**src/rtl/div_display.sv**
```systemverilog
// -----------------------------------------------------------------------------
// div_display
// Shows a captured quotient/remainder pair on a 4-digit, active-low,
// time-multiplexed 7-segment display. The scan order is r units, r tens,
// q units, q tens. A tens digit of zero is blanked.
//
// Parameters
//   N           : width of the q and r operands (1..6, so values stay within 0..63)
//   REFRESH_DIV : clock cycles each digit stays lit (2 or more)
//
// Ports
//   clk    : rising-edge clock
//   rst    : synchronous, active-high reset
//   q, r   : quotient and remainder from the upstream divider
//   load   : single-cycle strobe that captures q and r
//   seg    : active-low segments, bit6..bit0 = g,f,e,d,c,b,a (registered)
//   an     : active-low digit enables, at most one bit low (registered)
//   loaded : high once a value has been captured since reset
// -----------------------------------------------------------------------------
module div_display #(
  parameter int N           = 4,
  parameter int REFRESH_DIV = 50000
) (
  input  logic         clk,
  input  logic         rst,
  input  logic [N-1:0] q,
  input  logic [N-1:0] r,
  input  logic         load,
  output logic [6:0]   seg,
  output logic [3:0]   an,
  output logic         loaded
);

  localparam int             CW        = $clog2(REFRESH_DIV);
  localparam logic [CW-1:0]  CNT_MAX   = CW'(REFRESH_DIV - 1);
  localparam logic [6:0]     SEG_BLANK = 7'b1111111;
  localparam logic [3:0]     AN_OFF    = 4'b1111;

  // Active-low segment pattern for one decimal digit; anything else is dark.
  function automatic logic [6:0] seg_code(input logic [3:0] d);
    logic [6:0] s;
    case (d)
      4'd0:    s = 7'b1000000;
      4'd1:    s = 7'b1111001;
      4'd2:    s = 7'b0100100;
      4'd3:    s = 7'b0110000;
      4'd4:    s = 7'b0011001;
      4'd5:    s = 7'b0010010;
      4'd6:    s = 7'b0000010;
      4'd7:    s = 7'b1111000;
      4'd8:    s = 7'b0000000;
      4'd9:    s = 7'b0010000;
      default: s = SEG_BLANK;
    endcase
    return s;
  endfunction

  // Tens digit of a 0..63 value (at most 6).
  function automatic logic [3:0] tens_of(input logic [5:0] v);
    return 4'(v / 6'd10);
  endfunction

  // Units digit of a 0..63 value.
  function automatic logic [3:0] units_of(input logic [5:0] v);
    return 4'(v % 6'd10);
  endfunction

  logic [N-1:0]  r_q;
  logic [N-1:0]  r_r;
  logic [CW-1:0] r_cnt;
  logic [1:0]    r_idx;
  logic          r_loaded;
  logic [6:0]    r_seg;
  logic [3:0]    r_an;

  logic [5:0]    w_val;
  logic [3:0]    w_tens;
  logic [3:0]    w_units;
  logic [6:0]    w_seg_next;
  logic [3:0]    w_an_next;

  // Select the digit for the current slot and build the next segment/anode pattern.
  // idx bit1 picks q over r; idx bit0 picks the tens digit over the units digit.
  always_comb begin
    w_val      = r_idx[1] ? 6'(r_q) : 6'(r_r);
    w_tens     = tens_of(w_val);
    w_units    = units_of(w_val);
    w_seg_next = SEG_BLANK;
    w_an_next  = AN_OFF;
    if (!r_loaded) begin
      w_seg_next = SEG_BLANK;
      w_an_next  = AN_OFF;
    end else begin
      w_an_next = ~(4'b0001 << r_idx);
      if (r_idx[0]) begin
        // Leading-zero suppression applies to the tens slots only.
        w_seg_next = (w_tens == 4'd0) ? SEG_BLANK : seg_code(w_tens);
      end else begin
        w_seg_next = seg_code(w_units);
      end
    end
  end

  // Capture registers, refresh counter, digit index and registered display outputs.
  always_ff @(posedge clk) begin
    if (rst) begin
      r_q      <= '0;
      r_r      <= '0;
      r_cnt    <= '0;
      r_idx    <= 2'd0;
      r_loaded <= 1'b0;
      r_seg    <= SEG_BLANK;
      r_an     <= AN_OFF;
    end else begin
      if (r_cnt == CNT_MAX) begin
        r_cnt <= '0;
        r_idx <= r_idx + 2'd1;
      end else begin
        r_cnt <= r_cnt + CW'(1);
      end
      if (load) begin
        r_q      <= q;
        r_r      <= r;
        r_loaded <= 1'b1;
      end
      // Outputs reflect the pre-edge index and value, so a coincident load and
      // advance both show up together on the following cycle.
      r_seg <= w_seg_next;
      r_an  <= w_an_next;
    end
  end

  assign seg    = r_seg;
  assign an     = r_an;
  assign loaded = r_loaded;

endmodule
```
**config.mk**
```make
export PLATFORM = sky130hd
export DESIGN_NAME = div_display
export DESIGN_NICKNAME = d
export VERILOG_FILES = /design/src/rtl/div_display.sv
export SDC_FILE = /design/constraint.sdc
export NUM_CORES = 1
export LEC_CHECK = 0
export ABC_AREA = 1
export CORE_UTILIZATION = 40
export DETAILED_ROUTE_END_ITERATION = 10
export PLACE_DENSITY = 0.65
export SLEW_MARGIN = 40
export SYNTH_ARGS = -nofsm -noshare
export SYNTH_HDL_FRONTEND = slang
export SYNTH_SLANG_ARGS = --single-unit
export TNS_END_PERCENT = 10
```
**constraint.sdc**
```tcl
create_clock -name clk -period 3.7 [get_ports clk]
set_input_delay 0.74 -clock clk [delete_from_list [all_inputs] [get_ports clk]]
set_output_delay 0.74 -clock clk [all_outputs]
set_load 0.02 [all_outputs]
```
## Word-level counts from Yosys, hierarchy flattened

Memory sizes are Yosys's and may differ from the RTL's.
Index checks and enable logic that the tools add are counted.

- Mux-type cells: 3
- Multipliers: 0
- Bitwise operators: 2
- Divide/modulo/power cells: 2
- Reduce and logical (&&, ||, !) cells: 3
- Equal/unequal tests: 1
- Shift-type cells: 1
- $add $sub $neg: 2
- Magnitude comparators: 0

Operators with widths:

| kind | number |
|---|---|
| adder 16 x 1 -> 16 bit (second input constant) | 1 |
| == test 16 bit (second input constant) | 1 |
| 2-to-1 mux 7 bit | 2 |
| divider 6 x 4 -> 6 bit (second input constant) | 1 |
| remainder unit 6 x 4 -> 6 bit (second input constant) | 1 |
| zero test 4 bit | 1 |
| 2-to-1 mux 4 bit | 1 |
| NOT 4 bit | 1 |
| OR reduction 2 bit | 2 |
| << shifter 1 x 2 -> 4 bit (first input constant) | 1 |
| adder 2 x 1 -> 2 bit (second input constant) | 1 |
| NOT 1 bit | 1 |

- Latch bits: 0
- Memories kept: 2
- ROM bits: 224
- Input bits: 11
- Flip-flop bits (word level): 38
- Memory bits (writable): 0
- Output and inout bits: 12
- Logic and storage cells: 23

Memories:

| name | words | bits a word | rd ports | clocked after Yosys merged registers in | wr ports | RTL line | RTL |
|---|---|---|---|---|---|---|---|
| (no name shown) | 16 | 7 | 1 | 0 | 0 | 42 | `case (d)` |
| (no name shown) | 16 | 7 | 1 | 0 | 0 | 42 |  |

## Depth between registers and ports, before layout

- Word-level depth: 5
- Depth in mapped cells: 13
- Depth with buffers taken out: 13

## Worst setup path after synthesis

Ideal clock, no wire load.

- Path type: register -> register
- Start: register r_idx[1]
- End: register r_seg[5] (netlist: seg[5])
- Required time: 3573 ps
- Stages on the path, launching flop included: 9
- Library setup time: 127 ps
- Arrival time: 1585 ps
- Path slack: 1987 ps
- Buffers on the path: 0
- Cell sequence: dfxtp_1 > inv_2 > or2_2 > o21ai_0 > inv_1 > ha_1 > nand3b_1 > nand3_1 > nand3_1

- Longest elaborated chain between the ends: 5
- Elaborated cells between the ends (all ways): 8
- Those cells by class: 2 x div; 3 x mux; 1 x reduce/logical; 2 x memory

Ends and longest elaborated chain:

| element | RTL line | RTL |
|---|---|---|
| start: declaration | 71 | `logic [1:0] r_idx;` |
| start signal: assignment | 117 | `r_idx <= r_idx + 2'd1;` |
| 2-to-1 mux 4 bit (*) | 85 | `w_val = r_idx[1] ? 6'(r_q) : 6'(r_r);` |
| divider 6 x 4 -> 6 bit | 60 | `return 4'(v / 6'd10);` |
| memory (16 x 7 bit) / zero test 4 bit (equally long branches) | -- |  |
| 2-to-1 mux 7 bit | 97 | `w_seg_next = (w_tens == 4'd0) ? SEG_BLANK : seg_code(w_tens);` |
| 2-to-1 mux 7 bit (*) | 95 | `if (r_idx[0]) begin` |
| end signal: assignment | 128 | `r_seg <= w_seg_next;` |
| end: declaration | 73 | `logic [6:0] r_seg;` |

Mark *: on every way between the ends. The rest lies on a longest branch, timed or not.
A chain may end at the register's enable or synchronous reset.

## Worst setup path in the final report

- Start: register r_loaded (netlist: loaded)
- End: output port loaded

RTL lines:

| element | RTL line | RTL |
|---|---|---|
| start: declaration | 72 | `logic r_loaded;` |
| start signal: assignment | 111 | `r_loaded <= 1'b0;` |
| start signal: assignment | 124 | `r_loaded <= 1'b1;` |
| end: declaration | 31 | `output logic loaded` |

No word-level cell between the ends.

==> metrics.yaml <==
cts_sinks: 38
period_minus_slack_ns: 1.99
ir_drop_mv: 0.157
h-tree-depth: 2
rsz0062_at_grt: "false"
cts-root-buf: "clkbuf_8"
gp_congestion: 0.773
rows: 24
grt_pass1_wl_mm: 5.73
yosysTopAreaCell: "dfxtp_1"
synth_cells: 243
avgViaCountPerCell: 4.71
leakage_nw: 0.916
initialDrtViolationCount: 72
grtUsageMet1_pct: 19.6
dr.pass1.iters: 4
drc_errors: 0
cp_top_family: "buffers and inverters"
ff2ff_setup_slack_ns: 1.76
utilization_pct: 50.7
clk-insertion-delay-late_ns: 0.29
min_from: "r_cnt[0]"
drv_cap: 0
swShare_pct: 23.7
clock_path_buffers: 2
r2r_end: "seg[5]"
min_path_type: "reg2reg"
worstRegToRegCells: 8
path_buf_inv: 1
fill_cells: 432
cts_tree: "yes"
intPower_mw: 0.666
gr-total-overflow: 0
die_w_microns: 70.2
setup_tns_ns: 0
layout.cells.non_filler: 322
fmax_mhz: 502
ys_ff_latch: 38
gr-max-usage-layer: "met2"
drt-total-wl_mm: 3.19
grt.met2_usage_pct: 21.3
final_cell_mix: "47 x nand2_1, 38 x dfxtp_1, 36 x nor2_1"
required_ns: 2.96
pwr-share-seq_pct: 49.3
syn-num-nets: 265
final_common_cell: "nand2_1"
slew_violations: 0
cts_hold_buf: 0
max_stage_delay_ns: 0.61
start_util_pct: 42.1
synth_top_area_share_pct: 40.9
final_antenna_net_count: 0
die_area_sq_um: 4930
use_met3_pct: 3.46
critPathMaxFanout: 2
antenna_found_initial: 0
coreArea_sq_um: 4410
postCtsSetupRepairBufs: 0
drive_gt1_share_pct: 12.2
cts_resized: 0
dp_cells: 314
grt_use_total_pct: 14.5
power_mw: 0.873
synth.avg_cell_area_sq_um: 7.66
relSlewSlack_pct: 60.7
crit_chain: "clkdlybuf4s50_1"
hpwl_mm: 2.41
combPwrFrac_pct: 11.5
syn_area_sq_um: 1860
whs_path_depth: 1
syn_to_final_growth_pct: 20.2
startpoint_type: "flip-flop"
nNetsFinal: 291
grt_max_degree: 16
setup_viol: 0
worst_slew_pin_slew_ns: 0.583
worstHoldEndpoint: "r_cnt[0]"
ys_warn_count: 0
diodes: 0
power.clock.fraction_pct: 39.1
ioPinCount: 23
r2r-start: "r_idx[1]"
numCtsBuffers: 5
vias: 1517
cp_slowest_cell: "clkdlybuf4s50_1"
worst_setup_path_end_kind: "output pin"
outcome: "completed"
hold_violations: 0
finalClockSkew_ns: 0.00636
grt_pass1_vias: 1292
period_share_pct: 53.8
synthTopCellsByArea: "dfxtp_1 41%, nand2_1 9.5%, ha_1 7.4%, nor2_1 7.3%, inv_1 5.2%"
synth_seq_area_share_pct: 40.9
wire_per_inst_microns: 9.90
p_per_area_nw_per_um2: 391
synth_cell_types: 25
clk_pin_slew_ns: 0.07
die_h_microns: 70.2
arrival_ns: 1.25
critPathKind: "reg2out"
p_sw_mw: 0.207
port_buffers: 22
==> cells by family (layout without fill, tap and decap cells) <==
logic type      count (synthesis)  count (layout)  share of synthesized area (%)
simple gates                  133             133                           35.5
buf+inv                        32              59                           6.93
fa+ha+maj                      11              11                           7.40
flops                          38              38                           40.9
compound gates                 22              22                           5.99
xor+xnor                        7               7                           3.30
==> cell usage after synthesis (all sizes together) <==
cell and count:
nand2 61, dfxtp 38, nor2 36, inv 28, nand3 21, ha 11
o21ai 11, a21oi 10, xor2 5, nand4 4, or2 4, nand3b 3
clkbuf 2, nor3 2, nor4 2, xnor2 2, a31oi 1, buf 1
clkinv 1
==> through the flow <==
step	setup slack, ns	hold slack [ns]	area (sq um)
finish	1.71	0.466	2240
global route	1.53	0.503	2240
CTS	1.68	0.473	2240
detailed placement	1.61	0.454	2130
global placement	1.63	0.442	2130
floorplan	1.99	0.429	1860
==> worst max path at each step <==
stage | startpoint | endpoint | slack, ns | depth (start not counted)
2_1_floorplan | r_idx[1] | seg[5] | 1.99 | 8
3_3_place_gp | rst | seg[4] | 1.63 | 5
3_5_place_dp | rst | seg[0] | 1.61 | 5
4_1_cts | loaded | loaded | 1.68 | 1
5_1_grt | r_idx[1] | seg[5] | 1.53 | 8
6_report | loaded | loaded | 1.71 | 1
==> flip-flops by register name, indices dropped and copies added, names as in the netlist <==
register  count
r_cnt        16
seg           7
an            4
r_q           4
r_r           4
r_idx         2
loaded        1
==> area by class of cell <==
cell class	count	area, sq um	share of cell area [%]
multi-input combinational	173	971	43.4
sequential	38	761	34.0
timing repair buffer	22	220	9.85
inverter	29	110	4.92
clock buffer	5	68.8	3.08
tap	52	65.1	2.91
clock inverter	3	40.0	1.79
==> per-layer routing <==
layer  part of all wire (%)  up-vias
met4                    2.5        0
met5                      0        -
met2                     41       31
li1                       -      824
met3                    3.3        6
met1                     53      656
==> power by group through the flow <==
stage               registers, mW  clock network (mW)  logic (mW)
floorplan                   0.447                   0      0.0613
global placement            0.440                   0       0.101
detailed placement          0.441                   0       0.102
CTS                         0.431               0.353       0.102
global route                0.433               0.370       0.115
finish                      0.431               0.342       0.101
Note: power is estimated with default switching activity, not from simulation.
